File: config.mk
export PLATFORM = sky130hd
export DESIGN_NAME = note_color_serializer_flat
export DESIGN_NICKNAME = d
export VERILOG_FILES = /design/src/rtl/note_color_serializer_if.sv /design/src/rtl/note_color_serializer.sv /design/src/flat_wrapper.sv
export SDC_FILE = /design/constraint.sdc
export NUM_CORES = 1
export LEC_CHECK = 0
export BUFFER_PORTS_ARGS = -buffer_cell sky130_fd_sc_hd__buf_4
export CAP_MARGIN = 20
export CELL_PAD_IN_SITES_DETAIL_PLACEMENT = 1
export CELL_PAD_IN_SITES_GLOBAL_PLACEMENT = 1
export CORE_MARGIN = 2
export CORE_UTILIZATION = 49
export CTS_CLUSTER_SIZE = 14
export DETAILED_ROUTE_END_ITERATION = 8
export PLACE_DENSITY = 0.95
export SYNTH_ARGS = -nofsm -noshare
export SYNTH_HDL_FRONTEND = slang
export SYNTH_SLANG_ARGS = --single-unit
File: constraint.sdc
create_clock -name clk -period 36 [get_ports clk]
set_clock_uncertainty 0.2 [all_clocks]
set_input_delay 7.2 -clock clk [delete_from_list [all_inputs] [get_ports clk]]
set_output_delay 7.2 -clock clk [all_outputs]
set_load 0.02 [all_outputs]
File: src/rtl/note_color_serializer_if.sv
// Bundles the NoteFinder note array, the start pulse, the beat stream and the frame status
// between note_color_serializer (master) and its surroundings (slave).
interface note_color_serializer_if #(
  parameter int N = 16
);
  logic [N-1:0] note_position  [12];
  logic [N-1:0] note_amplitude [12];
  logic         note_valid     [12];
  logic         start;

  // Stream handshake: a beat transfers on a rising clk edge where outValid && outReady;
  // while outValid is high without outReady, outSlot/outHue/outValue hold stable, and
  // outValid never drops before the beat transfers (except on rst).
  logic         outValid;
  logic         outReady;
  logic [3:0]   outSlot;
  logic [7:0]   outHue;
  logic [7:0]   outValue;

  logic         busy;
  logic         done;
  logic [11:0]  totalValue;

  modport master (
    input  note_position, note_amplitude, note_valid, start, outReady,
    output outValid, outSlot, outHue, outValue, busy, done, totalValue
  );

  modport slave (
    output note_position, note_amplitude, note_valid, start, outReady,
    input  outValid, outSlot, outHue, outValue, busy, done, totalValue
  );
endinterface

File: src/rtl/note_color_serializer.sv
// Snapshots a 12-note frame and streams one (slot, hue, brightness) beat per note, then pulses done.
// Optional macro NOTE_EMIT_EMPTY_SLOTS_EN: invalid slots emit a zero beat instead of being skipped.
module note_color_serializer #(
  parameter int N         = 16,
  parameter int BPO       = 24,
  parameter int FPF       = 11,
  parameter int AMP_FLOOR = 64,
  parameter int AMP_SHIFT = 6
) (
  input  logic                    clk,
  input  logic                    rst,
  note_color_serializer_if.master io,
  output logic [1:0]              state_dbg
);

  localparam int K = ((1 << 16) + BPO / 2) / BPO;
  localparam int HUE_SHIFT = FPF + 8;

  typedef enum logic [1:0] {
    IDLE = 2'd0,
    SCAN = 2'd1,
    EMIT = 2'd2,
    DONE = 2'd3
  } state_t;

  state_t       state_q, state_d;
  logic [3:0]   slot_q, slot_d;
  logic [7:0]   hue_q, hue_d;
  logic [7:0]   value_q, value_d;
  logic [11:0]  sum_q, sum_d;
  logic [11:0]  total_q, total_d;
  logic [N-1:0] snap_pos_q [12];
  logic [N-1:0] snap_pos_d [12];
  logic [N-1:0] snap_amp_q [12];
  logic [N-1:0] snap_amp_d [12];
  logic         snap_valid_q [12];
  logic         snap_valid_d [12];

  logic [31:0]  hue_product;
  logic [7:0]   hue_calc;
  logic [N-1:0] amp_cur;
  logic [N-1:0] amp_floored;
  logic [N-1:0] amp_scaled;
  logic [7:0]   value_calc;
  logic [12:0]  sum_ext;
  logic [11:0]  sum_sat;

  // Hue wraps mod 256, so a position of exactly one octave lands back on 0.
  always_comb begin
    hue_product = 32'(snap_pos_q[slot_q]) * 32'(K);
    hue_calc    = 8'(hue_product >> HUE_SHIFT);
  end

  always_comb begin
    amp_cur     = snap_amp_q[slot_q];
    amp_floored = (amp_cur > N'(AMP_FLOOR)) ? (amp_cur - N'(AMP_FLOOR)) : '0;
    amp_scaled  = amp_floored >> AMP_SHIFT;
    value_calc  = (amp_scaled > N'(255)) ? 8'hff : amp_scaled[7:0];
  end

  always_comb begin
    sum_ext = {1'b0, sum_q} + {5'b0, value_q};
    sum_sat = sum_ext[12] ? 12'hfff : sum_ext[11:0];
  end

  always_comb begin
    state_d      = state_q;
    slot_d       = slot_q;
    hue_d        = hue_q;
    value_d      = value_q;
    sum_d        = sum_q;
    total_d      = total_q;
    snap_pos_d   = snap_pos_q;
    snap_amp_d   = snap_amp_q;
    snap_valid_d = snap_valid_q;
    case (state_q)
      IDLE: begin
        if (io.start) begin
          snap_pos_d   = io.note_position;
          snap_amp_d   = io.note_amplitude;
          snap_valid_d = io.note_valid;
          slot_d       = 4'd0;
          sum_d        = 12'd0;
          state_d      = SCAN;
        end
      end
      SCAN: begin
        if (snap_valid_q[slot_q]) begin
          hue_d   = hue_calc;
          value_d = value_calc;
          state_d = EMIT;
        end else begin
`ifdef NOTE_EMIT_EMPTY_SLOTS_EN
          hue_d   = 8'd0;
          value_d = 8'd0;
          state_d = EMIT;
`else
          if (slot_q == 4'd11) begin
            total_d = sum_q;
            state_d = DONE;
          end else begin
            slot_d = slot_q + 4'd1;
          end
`endif
        end
      end
      EMIT: begin
        if (io.outReady) begin
          sum_d = sum_sat;
          if (slot_q == 4'd11) begin
            total_d = sum_sat;
            state_d = DONE;
          end else begin
            slot_d  = slot_q + 4'd1;
            state_d = SCAN;
          end
        end
      end
      DONE: state_d = IDLE;
      default: state_d = IDLE;
    endcase
  end

  always_ff @(posedge clk or posedge rst) begin
    if (rst) begin
      state_q <= IDLE;
      slot_q  <= 4'd0;
      hue_q   <= 8'd0;
      value_q <= 8'd0;
      sum_q   <= 12'd0;
      total_q <= 12'd0;
      for (int i = 0; i < 12; i++) begin
        snap_pos_q[i]   <= '0;
        snap_amp_q[i]   <= '0;
        snap_valid_q[i] <= 1'b0;
      end
    end else begin
      state_q      <= state_d;
      slot_q       <= slot_d;
      hue_q        <= hue_d;
      value_q      <= value_d;
      sum_q        <= sum_d;
      total_q      <= total_d;
      snap_pos_q   <= snap_pos_d;
      snap_amp_q   <= snap_amp_d;
      snap_valid_q <= snap_valid_d;
    end
  end

  assign io.outValid   = (state_q == EMIT);
  assign io.outSlot    = slot_q;
  assign io.outHue     = hue_q;
  assign io.outValue   = value_q;
  assign io.busy       = (state_q == SCAN) || (state_q == EMIT);
  assign io.done       = (state_q == DONE);
  assign io.totalValue = total_q;
  assign state_dbg     = state_q;

endmodule

File: src/flat_wrapper.sv
// flat-port wrapper written by rule: the top's interface ports become plain ports
module note_color_serializer_flat 
#(
  parameter int N         = 16,
  parameter int BPO       = 24,
  parameter int FPF       = 11,
  parameter int AMP_FLOOR = 64,
  parameter int AMP_SHIFT = 6
)
  (clk, rst, state_dbg, io_note_position, io_note_amplitude, io_note_valid, io_start, io_outReady, io_outValid, io_outSlot, io_outHue, io_outValue, io_busy, io_done, io_totalValue);
  note_color_serializer_if #(.N(N)) io_i ();
  input  logic clk;
  input  logic rst;
  output logic [1:0] state_dbg;
  input wire logic [$bits(io_i.note_position)-1:0] io_note_position;
  input wire logic [$bits(io_i.note_amplitude)-1:0] io_note_amplitude;
  input wire logic [$bits(io_i.note_valid)-1:0] io_note_valid;
  input wire logic [$bits(io_i.start)-1:0] io_start;
  input wire logic [$bits(io_i.outReady)-1:0] io_outReady;
  output wire logic [$bits(io_i.outValid)-1:0] io_outValid;
  output wire logic [$bits(io_i.outSlot)-1:0] io_outSlot;
  output wire logic [$bits(io_i.outHue)-1:0] io_outHue;
  output wire logic [$bits(io_i.outValue)-1:0] io_outValue;
  output wire logic [$bits(io_i.busy)-1:0] io_busy;
  output wire logic [$bits(io_i.done)-1:0] io_done;
  output wire logic [$bits(io_i.totalValue)-1:0] io_totalValue;
  assign io_i.note_position = {>>{io_note_position}};
  assign io_i.note_amplitude = {>>{io_note_amplitude}};
  assign io_i.note_valid = {>>{io_note_valid}};
  assign io_i.start = io_start;
  assign io_i.outReady = io_outReady;
  assign io_outValid = io_i.outValid;
  assign io_outSlot = io_i.outSlot;
  assign io_outHue = io_i.outHue;
  assign io_outValue = io_i.outValue;
  assign io_busy = io_i.busy;
  assign io_done = io_i.done;
  assign io_totalValue = io_i.totalValue;
  note_color_serializer #(.N(N), .BPO(BPO), .FPF(FPF), .AMP_FLOOR(AMP_FLOOR), .AMP_SHIFT(AMP_SHIFT)) u_core (.clk(clk), .rst(rst), .io(io_i), .state_dbg(state_dbg));
endmodule
; ---- Word-level counts from Yosys, hierarchy flattened
; Index checks and enable logic that the tools add are counted.
[op_classes]
addsub = 3
multipliers = 1
n_div = 0
magnitude_cmp = 3
n_eq_ne = 10
shifts = 0
muxes = 31
n_bitwise = 1
reduce_logical = 11
[op_table]
columns = operator, count
row1 = $bmux 16 s4, 2
row2 = $mux 12, 7
row3 = $mux 16, 5
row4 = $pmux 12 s2, 2
row5 = $mul 16x12->27 const B, 1
row6 = $gt 16x7->1 const B, 1
row7 = $mux 4, 4
row8 = $sub 16x7->16 const B, 1
row9 = $add 12x8->13, 1
row10 = $pmux 4 s3, 1
row11 = $gt 10x8->1 const B, 1
row12 = $mux 2, 5
row13 = $mux 8, 1
row14 = $pmux 2 s4, 1
row15 = $ne 2x2->1 const B, 3
row16 = $reduce_and 3->1, 2
row17 = $ge 5x5->1 const B, 1
row18 = $not 4->5, 1
row19 = $reduce_and 5->1, 1
row20 = $add 4x1->4 const B, 1
row21 = $bmux 1 s4, 1
row22 = $eq 2x2->1 const B, 2
row23 = $eq 4x4->1 const B, 1
row24 = $ne 2x1->1 const B, 2
row25 = 9 further kinds, 12
[word_totals]
register_bits = 442
latch_bits = 0
mem_bits_rw = 0
romBits = 0
inputBits = 400
wordCells = 102
mem_count = 0

; ---- Depth between registers and ports, before layout
[depth]
word_depth = 8
mapped_depth = 30

; ---- Worst setup path before layout
; OpenSTA, ideal clock, no wires.
[synth_timing]
path_kind = input-to-reg
startpoint = in io_start
endpoint = reg u_core.snap_amp_q[160] (netlist name)
setup_time_ps = 125
t_arrival_ps = 8413
t_required_ps = 35675
setup_slack_ps = 27262
stages = 4
path_cell_list = nand2_1 -> clkbuf_1 -> clkbuf_1 -> mux2_2
[synth_via]
elab_chain_len = 1
[synth_lines]
columns = item, line
row1 = from (decl), flat_wrapper.sv:18  ; input wire logic [$bits(io_i.start)-1:0] io_start;
row2 = $reduce_and 2->1 (no line), n/a
row3 = to (signal assigned), note_color_serializer.sv:145  ; snap_amp_q <= snap_amp_d;
row4 = to (decl), note_color_serializer.sv:34  ; logic [N-1:0] snap_amp_q [12];
; Every way passes these cells.
; A chain may end at the register's enable or synchronous reset.

; ---- Final worst setup path
[layout_timing]
startpoint = in io_start
endpoint = reg u_core.snap_pos_q[66] (netlist name)
[layout_via]
elab_chain_len = 1
[layout_lines]
columns = item, line
row1 = $reduce_and 2->1 (no line), n/a
row2 = to (signal assigned), note_color_serializer.sv:144  ; snap_pos_q <= snap_pos_d;
row3 = to (decl), note_color_serializer.sv:32  ; logic [N-1:0] snap_pos_q [12];
; Every way passes these cells.

==> results by group <==
Die
  • Num rows: 80
  • Core footprint: 0.0474 mm2
  • Die ar.: around 0.049 mm2
  • Die Y-Extent: 222 um
  • I/O pin count: 437
  • Starting Density: 49.3%
  • Die Width: ~220 um

Yosys
  • Sequential area share after synthesis: 47.3%
  • Syn_area_per_cell: around 13 um2
  • Top_reg_cell synth: dfrtp_1
  • Asr flop ratio synth: 100%
  • Mapped Nets: 2306
  • Post-synthesis register bit count: around 440
  • Yosys cell types: 67
  • Synthesized cell area: 0.0234 mm2
  • Mapped Cells: 1737
  • Warnings from Yosys: 0
  • Post-synth EDFFs: 0

Setup path
  • Critical path type: in2reg
  • CP startpoint: io_start
  • R2r startpoint: u_core.io.outSlot[0]$_DFFE_PP0P_
  • Crit end category: flip-flop
  • Worst Path Required: roughly 36 ns
  • Crit-path max FO: 75
  • Critical path arrival: 10.11 ns
  • Startpoint types: primary input

Clock tree
  • Clock Sinks: ~440
  • Latest clock arrival within the worst-skew pair: 0.61 ns
  • Max Root-Sink Buffers: 3
  • Setup Buffers After CTS: 0
  • Depth of the CTS H-tree: 2
  • Hold Buf Count CTS: 0
  • # resized after CTS: 0
  • CTS clk-pin slew, worst paths: 0.06 ns
  • Total CTS buffers: 47
  • CTS tree: done
  • CTS root buf: clkbuf_16

Drt
  • Via count: 16547
  • Post-DRT Antenna Nets: 0
  • Drt first pass iters: 5
  • Total wire length: 79000 um
  • DRC: 0
  • DR iter-0 viols: between 1000 and 1500
  • DR WL/cell: 28.0 um
  • Routed vias/inst: 5.87

STA
  • Worst Tran Pin Value: 1.27 ns
  • Final Cycle Share: a little over a quarter
  • Min cycle time layout: 9.86 ns
  • Fin Hold WS: just under 0.3 ns
  • Max Fclk: roughly 100 MHz
  • Relative slew slack: 14.3%
  • Count of final setup violators: 0
  • TNS Setup: 0 ns
  • Final hold vios: 0
  • Pins Over Slew Limit: 0
  • Unrepaired setup endpoints after global routing: false

Hold path
  • HP Start: u_core.io.totalValue[6]$_DFFE_PP0P_
  • Worst hold-check path type: reg2reg

Finish
  • Non-Filler Instances: 2819
  • Most frequent cells in the layout: buf_4 (454), dfrtp_1 (440), mux2_2 (405)
  • Final-stage net count: 2726
  • Layout cells sized above 1: 47.0%
  • Post-layout util: about 61%
  • Area grow syn2layout: 23.4%
  • Most common cell after layout, fill and taps aside: buf_4

Placement
  • Placed cells: 2722
  • Post-DP HPWL: 55500 um
  • PortBufs: roughly 440
  • Global placement routability congestion: between 0.8 and 0.9

Run
  • Max_cap viols: 0

Status
  • Status: finished clean

Global routing
  • GRT overflow: 0
  • Antenna violations before repair: 18
  • Vias in the first global route: about 19000
  • All-layer global routing usage: 32.0%
  • Largest net degree at the start of global routing: 211
  • First-pass GRT wire length: 119000 um
-- per-layer routing --
metal  GRT usage, %  wire length (um)  vias up
li1               -                 -     7042
met1           37.3             29600     8617
met2           54.7             39900      642
met3           7.01              4750      240
met4           18.5              4730        6
met5              0                39        -
-- synthesized netlist by cell type, types with 3 or more instances --
cell | number | area share (%)
buf_6 | 3 | 0.14
nand2_1 | 74 | 1.2
or4_1 | 4 | 0.13
o21ai_0 | 46 | 0.98
a2111oi_0 | 3 | 0.11
or3_1 | 5 | 0.13
and3_1 | 4 | 0.11
ha_1 | 111 | 5.9
and4_1 | 3 | 0.11
a21boi_0 | 3 | 0.096
buf_1 | 7 | 0.11
nand4_1 | 3 | 0.080
nand2b_1 | 4 | 0.11
a2bb2oi_1 | 3 | 0.11
a311oi_1 | 3 | 0.11
a21oi_1 | 30 | 0.64
o21ai_1 | 8 | 0.17
o22a_1 | 7 | 0.26
fa_1 | 58 | 5.0
buf_4 | 5 | 0.16
buf_2 | 10 | 0.21
a21o_1 | 10 | 0.32
o21a_1 | 9 | 0.29
a211oi_2 | 6 | 0.32
nor2_1 | 42 | 0.67
or4b_2 | 3 | 0.13
xor2_1 | 9 | 0.34
inv_1 | 144 | 2.3
a31oi_1 | 4 | 0.11
a211oi_1 | 4 | 0.13
mux2_2 | 405 | 20
dfrtp_1 | 442 | 47
xnor2_1 | 14 | 0.52
clkbuf_1 | 60 | 0.96
nand3_1 | 7 | 0.15
mux2i_1 | 35 | 1.5
nor3_1 | 18 | 0.39
o31ai_1 | 10 | 0.32
and2_1 | 5 | 0.13
mux4_2 | 72 | 6.9
nor4_1 | 13 | 0.35
nor2b_1 | 3 | 0.080
-- logic make-up (layout without fill, tap and decap cells) --
family	count (synthesis)	count (layout)	synth area share [%]
buf+inv	230	682	3.92
xor+xnor	23	23	0.862
simple gates	199	199	4.28
mux	514	514	28.1
other cells	0	15	0
flops	442	442	47.3
compound gates	160	160	4.61
fa+ha+maj	169	169	10.9
-- critical path, stage by stage --
cell and delay (ns):
buf_4 0.13, nand2_4 0.45, buf_4 0.90, buf_4 0.87, mux2_2 0.43
-- worst paths after layout --
path,endpoint,slack [ns],cells past startpoint
worst max-delay path,u_core.snap_pos_q[66]$_DFFE_PP0P_,26.14,5
worst min-delay path,u_core.io.totalValue[6]$_DFFE_PP0P_,0.30,2
worst max register to register,u_core.io.outHue[6]$_DFFE_PP0P_,27.71,23
worst min register to register,u_core.io.totalValue[6]$_DFFE_PP0P_,0.30,2
max in group asynchronous,u_core.io.outValue[6]$_DFFE_PP0P_,26.83,4
min in group asynchronous,u_core.snap_pos_q[10]$_DFFE_PP0P_,6.48,2
-- through the flow --
step,setup WS (ns),area [um2]
after floorplan,16.28,23400
after global placement,25.77,27200
after detailed placement,25.62,27200
after CTS,26.23,28800
after global routing,26.03,28900
final,26.14,28900
-- layout make-up --
type | count | area, um2
inverters | 145 | 552
diodes | 15 | 37.5
well taps | 615 | 769
flip-flops and latches | 442 | 11100
clock inverters | 16 | 221
multi-input cells | 1065 | 11400
clock buffers | 65 | 1340
repair buffers | 456 | 3460
fillers | 4620 | 18600
-- registers in the layout, indices dropped and copies added, names as in the netlist --
signal	flops
u_core.snap_valid_q	12
u_core.io.outHue	8
u_core.sum_q	12
u_core.io.outValue	8
u_core.io.totalValue	12
u_core.snap_amp_q	192
u_core.io.outSlot	4
u_core.state_dbg	2
u_core.snap_pos_q	192
Power is not shown: default switching activity piles up to over one toggle a cycle in this logic, so the estimate is an artifact.
